### src/rtl/daisy_frame_serializer_if.sv
// ---------------------------------------------------------------------------
// daisy_frame_serializer_if
//
// Bundles the chain-side input bus and the serial output of the daisy-chain
// frame serializer.
//
//   adc_ready   SAMP strobe from block logic (rising edge starts a frame)
//   p_data      chain word, BITS_ADC+1 bits; MSB=0 marks a valid ADC word
//   s_data      serial payload bit, LSB first
//   data_valid  high while s_data carries a payload (or parity) bit
//   frame_sync  pulse on bit 0 of the first word of a frame
//
// Modports:
//   master  drives the chain side, observes the serial side (bench / upstream)
//   slave   the serializer itself
// ---------------------------------------------------------------------------
interface daisy_frame_serializer_if #(
  parameter int BITS_ADC = 12
);
  logic                adc_ready;
  logic [BITS_ADC:0]   p_data;
  logic                s_data;
  logic                data_valid;
  logic                frame_sync;

  modport master (
    output adc_ready,
    output p_data,
    input  s_data,
    input  data_valid,
    input  frame_sync
  );

  modport slave (
    input  adc_ready,
    input  p_data,
    output s_data,
    output data_valid,
    output frame_sync
  );
endinterface

### src/rtl/daisy_frame_serializer.sv
// ---------------------------------------------------------------------------
// daisy_frame_serializer
//
// Downstream stage of the block daisy chain. After each rising edge of
// adc_ready it collects up to WORDS_PER_FRAME valid ADC words from the chain,
// buffers them in a small FIFO and shifts them out LSB first on a single
// s_data/data_valid pair for the row deserializer.
//
// Ports:
//   clk        row clock, rising edge
//   rst        asynchronous reset, active-high
//   bus        daisy_frame_serializer_if.slave (adc_ready, p_data in;
//              s_data, data_valid, frame_sync out)
//   ovf_clr    synchronous clear of ovf
//   ovf        sticky: a word was dropped because the FIFO was full
//   frame_err  1-cycle pulse when a new frame starts before the current ends
//   word_cnt   valid words seen in the current frame
//
// Optional feature macro: SER_PARITY_EN
//   defined   -> every word is followed by one odd-parity bit
//   undefined -> BITS_ADC bits per word, no parity logic
// ---------------------------------------------------------------------------
module daisy_frame_serializer #(
  parameter int BITS_ADC        = 12,
  parameter int WORDS_PER_FRAME = 32,
  parameter int FIFO_DEPTH      = 8
) (
  input  logic                    clk,
  input  logic                    rst,
  daisy_frame_serializer_if.slave bus,
  input  logic                    ovf_clr,
  output logic                    ovf,
  output logic                    frame_err,
  output logic [5:0]              word_cnt
);

  localparam int PTR_W = (FIFO_DEPTH > 1) ? $clog2(FIFO_DEPTH) : 1;
  localparam int CNT_W = PTR_W + 1;
`ifdef SER_PARITY_EN
  localparam int NBITS = BITS_ADC + 1;
`else
  localparam int NBITS = BITS_ADC;
`endif
  localparam int IDX_W = $clog2(NBITS);

  localparam logic [1:0] ST_IDLE    = 2'd0;
  localparam logic [1:0] ST_COLLECT = 2'd1;
  localparam logic [1:0] ST_DONE    = 2'd2;

  logic                  adc_ready_d;
  logic                  start;
  logic [1:0]            state;
  logic                  sof_pending;

  logic [BITS_ADC:0]     mem [FIFO_DEPTH];
  logic [PTR_W-1:0]      wr_ptr;
  logic [PTR_W-1:0]      rd_ptr;
  logic [CNT_W-1:0]      count;
  logic                  full;
  logic                  empty;
  logic                  push_req;
  logic                  push_ok;
  logic                  drop;
  logic                  pop;
  logic [BITS_ADC:0]     head;
  logic [NBITS-1:0]      load_val;

  logic [NBITS-1:0]      shreg;
  logic                  busy;
  logic [IDX_W-1:0]      bit_idx;
  logic                  sof_cur;
  logic                  last_bit;

  logic                  s_data_q;
  logic                  data_valid_q;
  logic                  frame_sync_q;

  // Rising-edge detect of the sample strobe.
  assign start = bus.adc_ready & ~adc_ready_d;

  always_ff @(posedge clk or posedge rst) begin
    if (rst) adc_ready_d <= 1'b0;
    else     adc_ready_d <= bus.adc_ready;
  end

  assign full     = (count == CNT_W'(FIFO_DEPTH));
  assign empty    = (count == '0);
  // The word sharing a cycle with start belongs to no frame and is skipped.
  assign push_req = (state == ST_COLLECT) & ~start & ~bus.p_data[BITS_ADC];
  assign last_bit = busy & (bit_idx == IDX_W'(NBITS - 1));
  // Reload on the last bit so back-to-back words leave no gap.
  assign pop      = ~empty & (~busy | last_bit);
  // A pop in the same cycle frees a slot, so a full FIFO can still accept.
  assign push_ok  = push_req & (~full | pop);
  assign drop     = push_req & full & ~pop;

  // Capture FSM: frame tracking, word counting and start-of-frame tagging.
  always_ff @(posedge clk or posedge rst) begin
    if (rst) begin
      state       <= ST_IDLE;
      word_cnt    <= '0;
      sof_pending <= 1'b0;
      frame_err   <= 1'b0;
    end else begin
      frame_err <= 1'b0;
      case (state)
        ST_IDLE: begin
          if (start) begin
            state       <= ST_COLLECT;
            word_cnt    <= '0;
            sof_pending <= 1'b1;
          end
        end
        ST_COLLECT: begin
          if (start) begin
            // Restart the frame; already buffered words still drain.
            frame_err   <= 1'b1;
            word_cnt    <= '0;
            sof_pending <= 1'b1;
          end else if (push_req) begin
            sof_pending <= 1'b0;
            word_cnt    <= word_cnt + 6'd1;
            if ((word_cnt + 6'd1) == 6'(WORDS_PER_FRAME)) state <= ST_DONE;
          end
        end
        default: state <= ST_IDLE;
      endcase
    end
  end

  // Sticky overflow; a drop outranks a simultaneous clear.
  always_ff @(posedge clk or posedge rst) begin
    if (rst)          ovf <= 1'b0;
    else if (drop)    ovf <= 1'b1;
    else if (ovf_clr) ovf <= 1'b0;
  end

  // Storage carries the sof tag in its MSB; no reset needed since the
  // pointers define what is valid.
  always_ff @(posedge clk) begin
    if (push_ok) mem[wr_ptr] <= {sof_pending, bus.p_data[BITS_ADC-1:0]};
  end

  always_ff @(posedge clk or posedge rst) begin
    if (rst) begin
      wr_ptr <= '0;
      rd_ptr <= '0;
      count  <= '0;
    end else begin
      if (push_ok) wr_ptr <= wr_ptr + PTR_W'(1);
      if (pop)     rd_ptr <= rd_ptr + PTR_W'(1);
      case ({push_ok, pop})
        2'b10:   count <= count + CNT_W'(1);
        2'b01:   count <= count - CNT_W'(1);
        default: count <= count;
      endcase
    end
  end

  assign head = mem[rd_ptr];

`ifdef SER_PARITY_EN
  // Odd parity: the extra bit makes the total number of ones odd.
  assign load_val = {~^head[BITS_ADC-1:0], head[BITS_ADC-1:0]};
`else
  assign load_val = head[BITS_ADC-1:0];
`endif

  // Shift register: presents bit bit_idx of the current word in shreg[0].
  always_ff @(posedge clk or posedge rst) begin
    if (rst) begin
      shreg   <= '0;
      busy    <= 1'b0;
      bit_idx <= '0;
      sof_cur <= 1'b0;
    end else if (pop) begin
      shreg   <= load_val;
      busy    <= 1'b1;
      bit_idx <= '0;
      sof_cur <= head[BITS_ADC];
    end else if (busy) begin
      if (last_bit) begin
        busy <= 1'b0;
      end else begin
        shreg   <= shreg >> 1;
        bit_idx <= bit_idx + IDX_W'(1);
      end
    end
  end

  // Registered outputs, one cycle behind the shifter; s_data is forced low
  // whenever nothing is being sent.
  always_ff @(posedge clk or posedge rst) begin
    if (rst) begin
      s_data_q     <= 1'b0;
      data_valid_q <= 1'b0;
      frame_sync_q <= 1'b0;
    end else begin
      s_data_q     <= busy & shreg[0];
      data_valid_q <= busy;
      frame_sync_q <= busy & sof_cur & (bit_idx == '0);
    end
  end

  assign bus.s_data     = s_data_q;
  assign bus.data_valid = data_valid_q;
  assign bus.frame_sync = frame_sync_q;

endmodule

### src/flat_wrapper.sv
// flat-port wrapper written by rule: the top's interface ports become plain ports
module daisy_frame_serializer_flat 
#(
  parameter int BITS_ADC        = 12,
  parameter int WORDS_PER_FRAME = 32,
  parameter int FIFO_DEPTH      = 8
)
  (clk, rst, ovf_clr, ovf, frame_err, word_cnt, bus_adc_ready, bus_p_data, bus_s_data, bus_data_valid, bus_frame_sync);
  daisy_frame_serializer_if #(.BITS_ADC(BITS_ADC)) bus_i ();
  input  logic clk;
  input  logic rst;
  input  logic ovf_clr;
  output logic ovf;
  output logic frame_err;
  output logic [5:0] word_cnt;
  input wire logic [$bits(bus_i.adc_ready)-1:0] bus_adc_ready;
  input wire logic [$bits(bus_i.p_data)-1:0] bus_p_data;
  output wire logic [$bits(bus_i.s_data)-1:0] bus_s_data;
  output wire logic [$bits(bus_i.data_valid)-1:0] bus_data_valid;
  output wire logic [$bits(bus_i.frame_sync)-1:0] bus_frame_sync;
  assign bus_i.adc_ready = bus_adc_ready;
  assign bus_i.p_data = bus_p_data;
  assign bus_s_data = bus_i.s_data;
  assign bus_data_valid = bus_i.data_valid;
  assign bus_frame_sync = bus_i.frame_sync;
  daisy_frame_serializer #(.BITS_ADC(BITS_ADC), .WORDS_PER_FRAME(WORDS_PER_FRAME), .FIFO_DEPTH(FIFO_DEPTH)) u_core (.clk(clk), .rst(rst), .bus(bus_i), .ovf_clr(ovf_clr), .ovf(ovf), .frame_err(frame_err), .word_cnt(word_cnt));
endmodule
### config.mk
export PLATFORM = sky130hd
export DESIGN_NAME = daisy_frame_serializer_flat
export DESIGN_NICKNAME = d
export VERILOG_FILES = /design/src/rtl/daisy_frame_serializer_if.sv /design/src/rtl/daisy_frame_serializer.sv /design/src/flat_wrapper.sv
export SDC_FILE = /design/constraint.sdc
export NUM_CORES = 1
export LEC_CHECK = 0
export ABC_AREA = 1
export CAP_MARGIN = 0
export CORE_MARGIN = 5
export CORE_UTILIZATION = 58
export CTS_CLUSTER_DIAMETER = 200
export DETAILED_ROUTE_END_ITERATION = 8
export PLACE_DENSITY_LB_ADDON = 0.25
export SLEW_MARGIN = 20
export SYNTH_ARGS = -nofsm -noshare
export SYNTH_HDL_FRONTEND = slang
export SYNTH_SLANG_ARGS = --single-unit
### constraint.sdc
create_clock -name clk -period 4.5 [get_ports clk]
set_input_delay 0.675 -clock clk [delete_from_list [all_inputs] [get_ports clk]]
set_output_delay 0.675 -clock clk [all_outputs]
set_load 0.02 [all_outputs]
==> metrics.txt <==
final hold vios 0; crit-path max cell delay 0.83 ns; pre-CTS WS 1.351 ns; num ports 28; Tcrit/Tclk final 57.38%; Reg2Reg Depth 7; PortBufs 27; PnR worst setup slack 1.918 ns; crit-path max FO 13; latest clock arrival within the worst-skew pair 0.53 ns; area grow syn2layout 14.44%; core area 10280 µm²; Sequential Area 4199 µm²; r2r setup slk 2.07 ns; antenna fix cells 0; GRT overflow 0; Final setup viols 0; Clock transition at path regs 0.06 ns; reg2reg start u_core.bit_idx[0]$_DFFE_PP0P_; antenna-violating nets left 0; min-delay worst type reg -> reg; die width 112.3 µm; Power per Cell Area 628.3 nW/µm²; Routed WL per cell 18.96 µm; Post-Syn Area 6073 µm²; share of cells above drive strength 1 10.52%; Max-slew headroom 30.15%; Max Freq 0.3873 GHz; Detailed Place HPWL 8606 µm; synthesized instance count 520; All-Layer GR Usage 22.17%; WHS Path Cells 2; hold path start u_core.shreg[0]$_DFFE_PP0P_; VDD IR max 0.0003826 V; max-slew violations 0; Worst setup SP type input port; cts hold-fix bufs 0; sequential fraction of the synthesis area 69.14%; WP depth 8; final core utilization 67.63%; largest net degree at the start of global routing 55; clk_skew 0.007608 ns; Worst EP required 4.65 ns; Fin Setup TNS 0 ns; FILL cells 771; max cap viols 0; first-pass GRT wire length 20780 µm; post-CTS sizing 0; total CTS buffers 17; most frequent cell on the critical path nand2_1; unique cell type count in the Yosys netlist 36; initial antenna violation count 0; critical path type in -> reg; drt pass-1 iters 5; multi-input logic area 1609 µm²; clock period minus worst slack 2.582 ns; root buf cell clkbuf_8; RR Endpoint u_core.mem[5][9]$_DFFE_PP_; Worst Tran Pin Value 1.044 ns; Clock Sinks 147; Initial Util 59.09%; syn_nets 543; Slowest cell on crit path nor2_1; CTS tree done; Detailed Route WL 13220 µm; Syn Area/Cell 11.68 µm²; Clock Path Buffers 2; vias per inst 5.714; WP data arrival 2.73 ns; leakage 0.002647 µW; Top Family by Delay on Critical Path simple AND/OR/NAND/NOR gates; nets@finish 571; yosys warns 0; outcome complete, no violations; via count 3983; hold_ws 0.4765 ns; Hold EP u_core.bus.s_data$_DFF_PP0_; critical path capture point type flip-flop; flops & latches, synth 147; worst path bufs/invs 3; routability cong. 0.9023; critical path, cell by cell clkdlybuf4s50_1 > nand2_1 > nand3_2 > clkinv_2 > o21ai_2 > inv_2 > nand2_1 > nor2_1; CTS H-tree depth 4; die height 112.3 µm; Rows 37; RSZ-0062 raised after global routing false; DR iter-0 viols 512; post-CTS setup buffer count 0; Die ar. 12620 µm²; # DRC 0; vias in the first global route 3850
logic make-up (layout without fill, tap and decap cells):
family / after synthesis / in the layout / synth area share (%)
AOI/OAI and AO/OA: 106 / 106 / 9.724
xor gates and xnor gates: 9 / 9 / 1.298
adders and majority gates: 6 / 6 / 1.236
buffers and inverters: 54 / 95 / 4.491
DFF: 147 / 147 / 69.14
and+or+nand+nor: 198 / 198 / 14.11
per-stage QoR:
step                      cells  total power [µW]  instance area [µm²]
after detailed placement    665              3052                 6390
after floorplan             520              2740                 6073
after global routing        697              4613                 6950
after CTS                   697              4374                 6948
after global placement      665              3027                 6390
final                       697              4367                 6950
cell usage after synthesis, drive strengths merged:
cell | instances | area (µm²)
o32ai | 1 | 8.760
xor2 | 8 | 70.07
buf | 17 | 131.4
o21bai | 3 | 22.52
inv | 33 | 123.9
nor3 | 5 | 30.03
o211ai | 2 | 15.01
o22ai | 24 | 150.1
clkinv | 1 | 5.000
nand4 | 2 | 12.51
clkbuf | 3 | 12.51
nand2 | 95 | 369.1
a21oi | 1 | 5.000
ha | 6 | 75.07
o21ai | 72 | 364.1
a22oi | 1 | 7.510
dfrtp | 43 | 1076
nand3 | 22 | 130.1
nor2 | 63 | 244.0
or2 | 11 | 71.32
xnor2 | 1 | 8.760
o221ai | 2 | 17.52
edfxtp | 104 | 3123
metal layers:
metal	track usage [%]	vias up	routed length, µm
met5	0	-	0
met4	8.173	0	166
met3	6.038	15	1112
met2	33.69	171	6223
met1	31.00	1930	5714
li1	-	1867	-
final cells by class:
type | instances | share of cell area, %
timing repair buffer | 29 | 4.104
multi-input combinational | 319 | 23.15
clock inverter | 13 | 1.962
sequential | 147 | 60.41
tap | 136 | 2.448
inverter | 34 | 1.854
clock buffer | 19 | 6.067
report_power, final:
part	switching (µW)	internal [µW]
Sequential	153	1680
Clock	536	785
Combinational	811	399
layout by cell type, fill, tap and decap left out, types with 2 or more instances in the layout:
| cell | count |
|---|---|
| edfxtp_1 | 104 |
| nand2_1 | 92 |
| nor2_1 | 61 |
| o21ai_0 | 52 |
| dfrtp_1 | 43 |
| clkdlybuf4s50_1 | 27 |
| inv_1 | 26 |
| o22ai_1 | 24 |
| o21ai_1 | 19 |
| nand3_1 | 18 |
| clkbuf_16 | 16 |
| xor2_1 | 8 |
| or2_2 | 7 |
| clkinvlp_4 | 7 |
| inv_2 | 6 |
| ha_1 | 6 |
| nand3_2 | 4 |
| clkinv_2 | 4 |
| or2_1 | 3 |
| nor3_1 | 3 |
| o21bai_1 | 3 |
| nand2_2 | 2 |
| nand4_1 | 2 |
| nor3_2 | 2 |
| o221ai_1 | 2 |
| o211ai_1 | 2 |
| clkbuf_1 | 2 |
| bufinv_16 | 2 |
| buf_4 | 2 |
tightest hold or removal path, stage by stage, from the launching register on:
cell and delay, ns:
dfrtp_1 0.35, nand2_1 0.05, inv_1 0.04
sequential cells by signal, indices dropped and copies added (netlist names):
signal	count
u_core.mem	104
u_core.bus.frame_sync	1
u_core.adc_ready_d	1
u_core.count	4
u_core.sof_pending	1
u_core.sof_cur	1
u_core.busy	1
u_core.state	2
u_core.bit_idx	4
u_core.rd_ptr	3
u_core.word_cnt	6
u_core.ovf	1
u_core.bus.data_valid	1
u_core.frame_err	1
u_core.shreg	12
u_core.wr_ptr	3
u_core.bus.s_data	1
worst max path at each step:
stage,startpoint,end
floorplan,bus_adc_ready,u_core.mem[7][0]$_DFFE_PP_
CTS,bus_adc_ready,u_core.mem[1][6]$_DFFE_PP_
detailed placement,bus_adc_ready,u_core.mem[1][10]$_DFFE_PP_
global route,bus_adc_ready,u_core.mem[7][8]$_DFFE_PP_
finish,bus_adc_ready,u_core.mem[5][9]$_DFFE_PP_
global placement,bus_adc_ready,u_core.mem[1][10]$_DFFE_PP_
(Power assumes the default switching activity.)
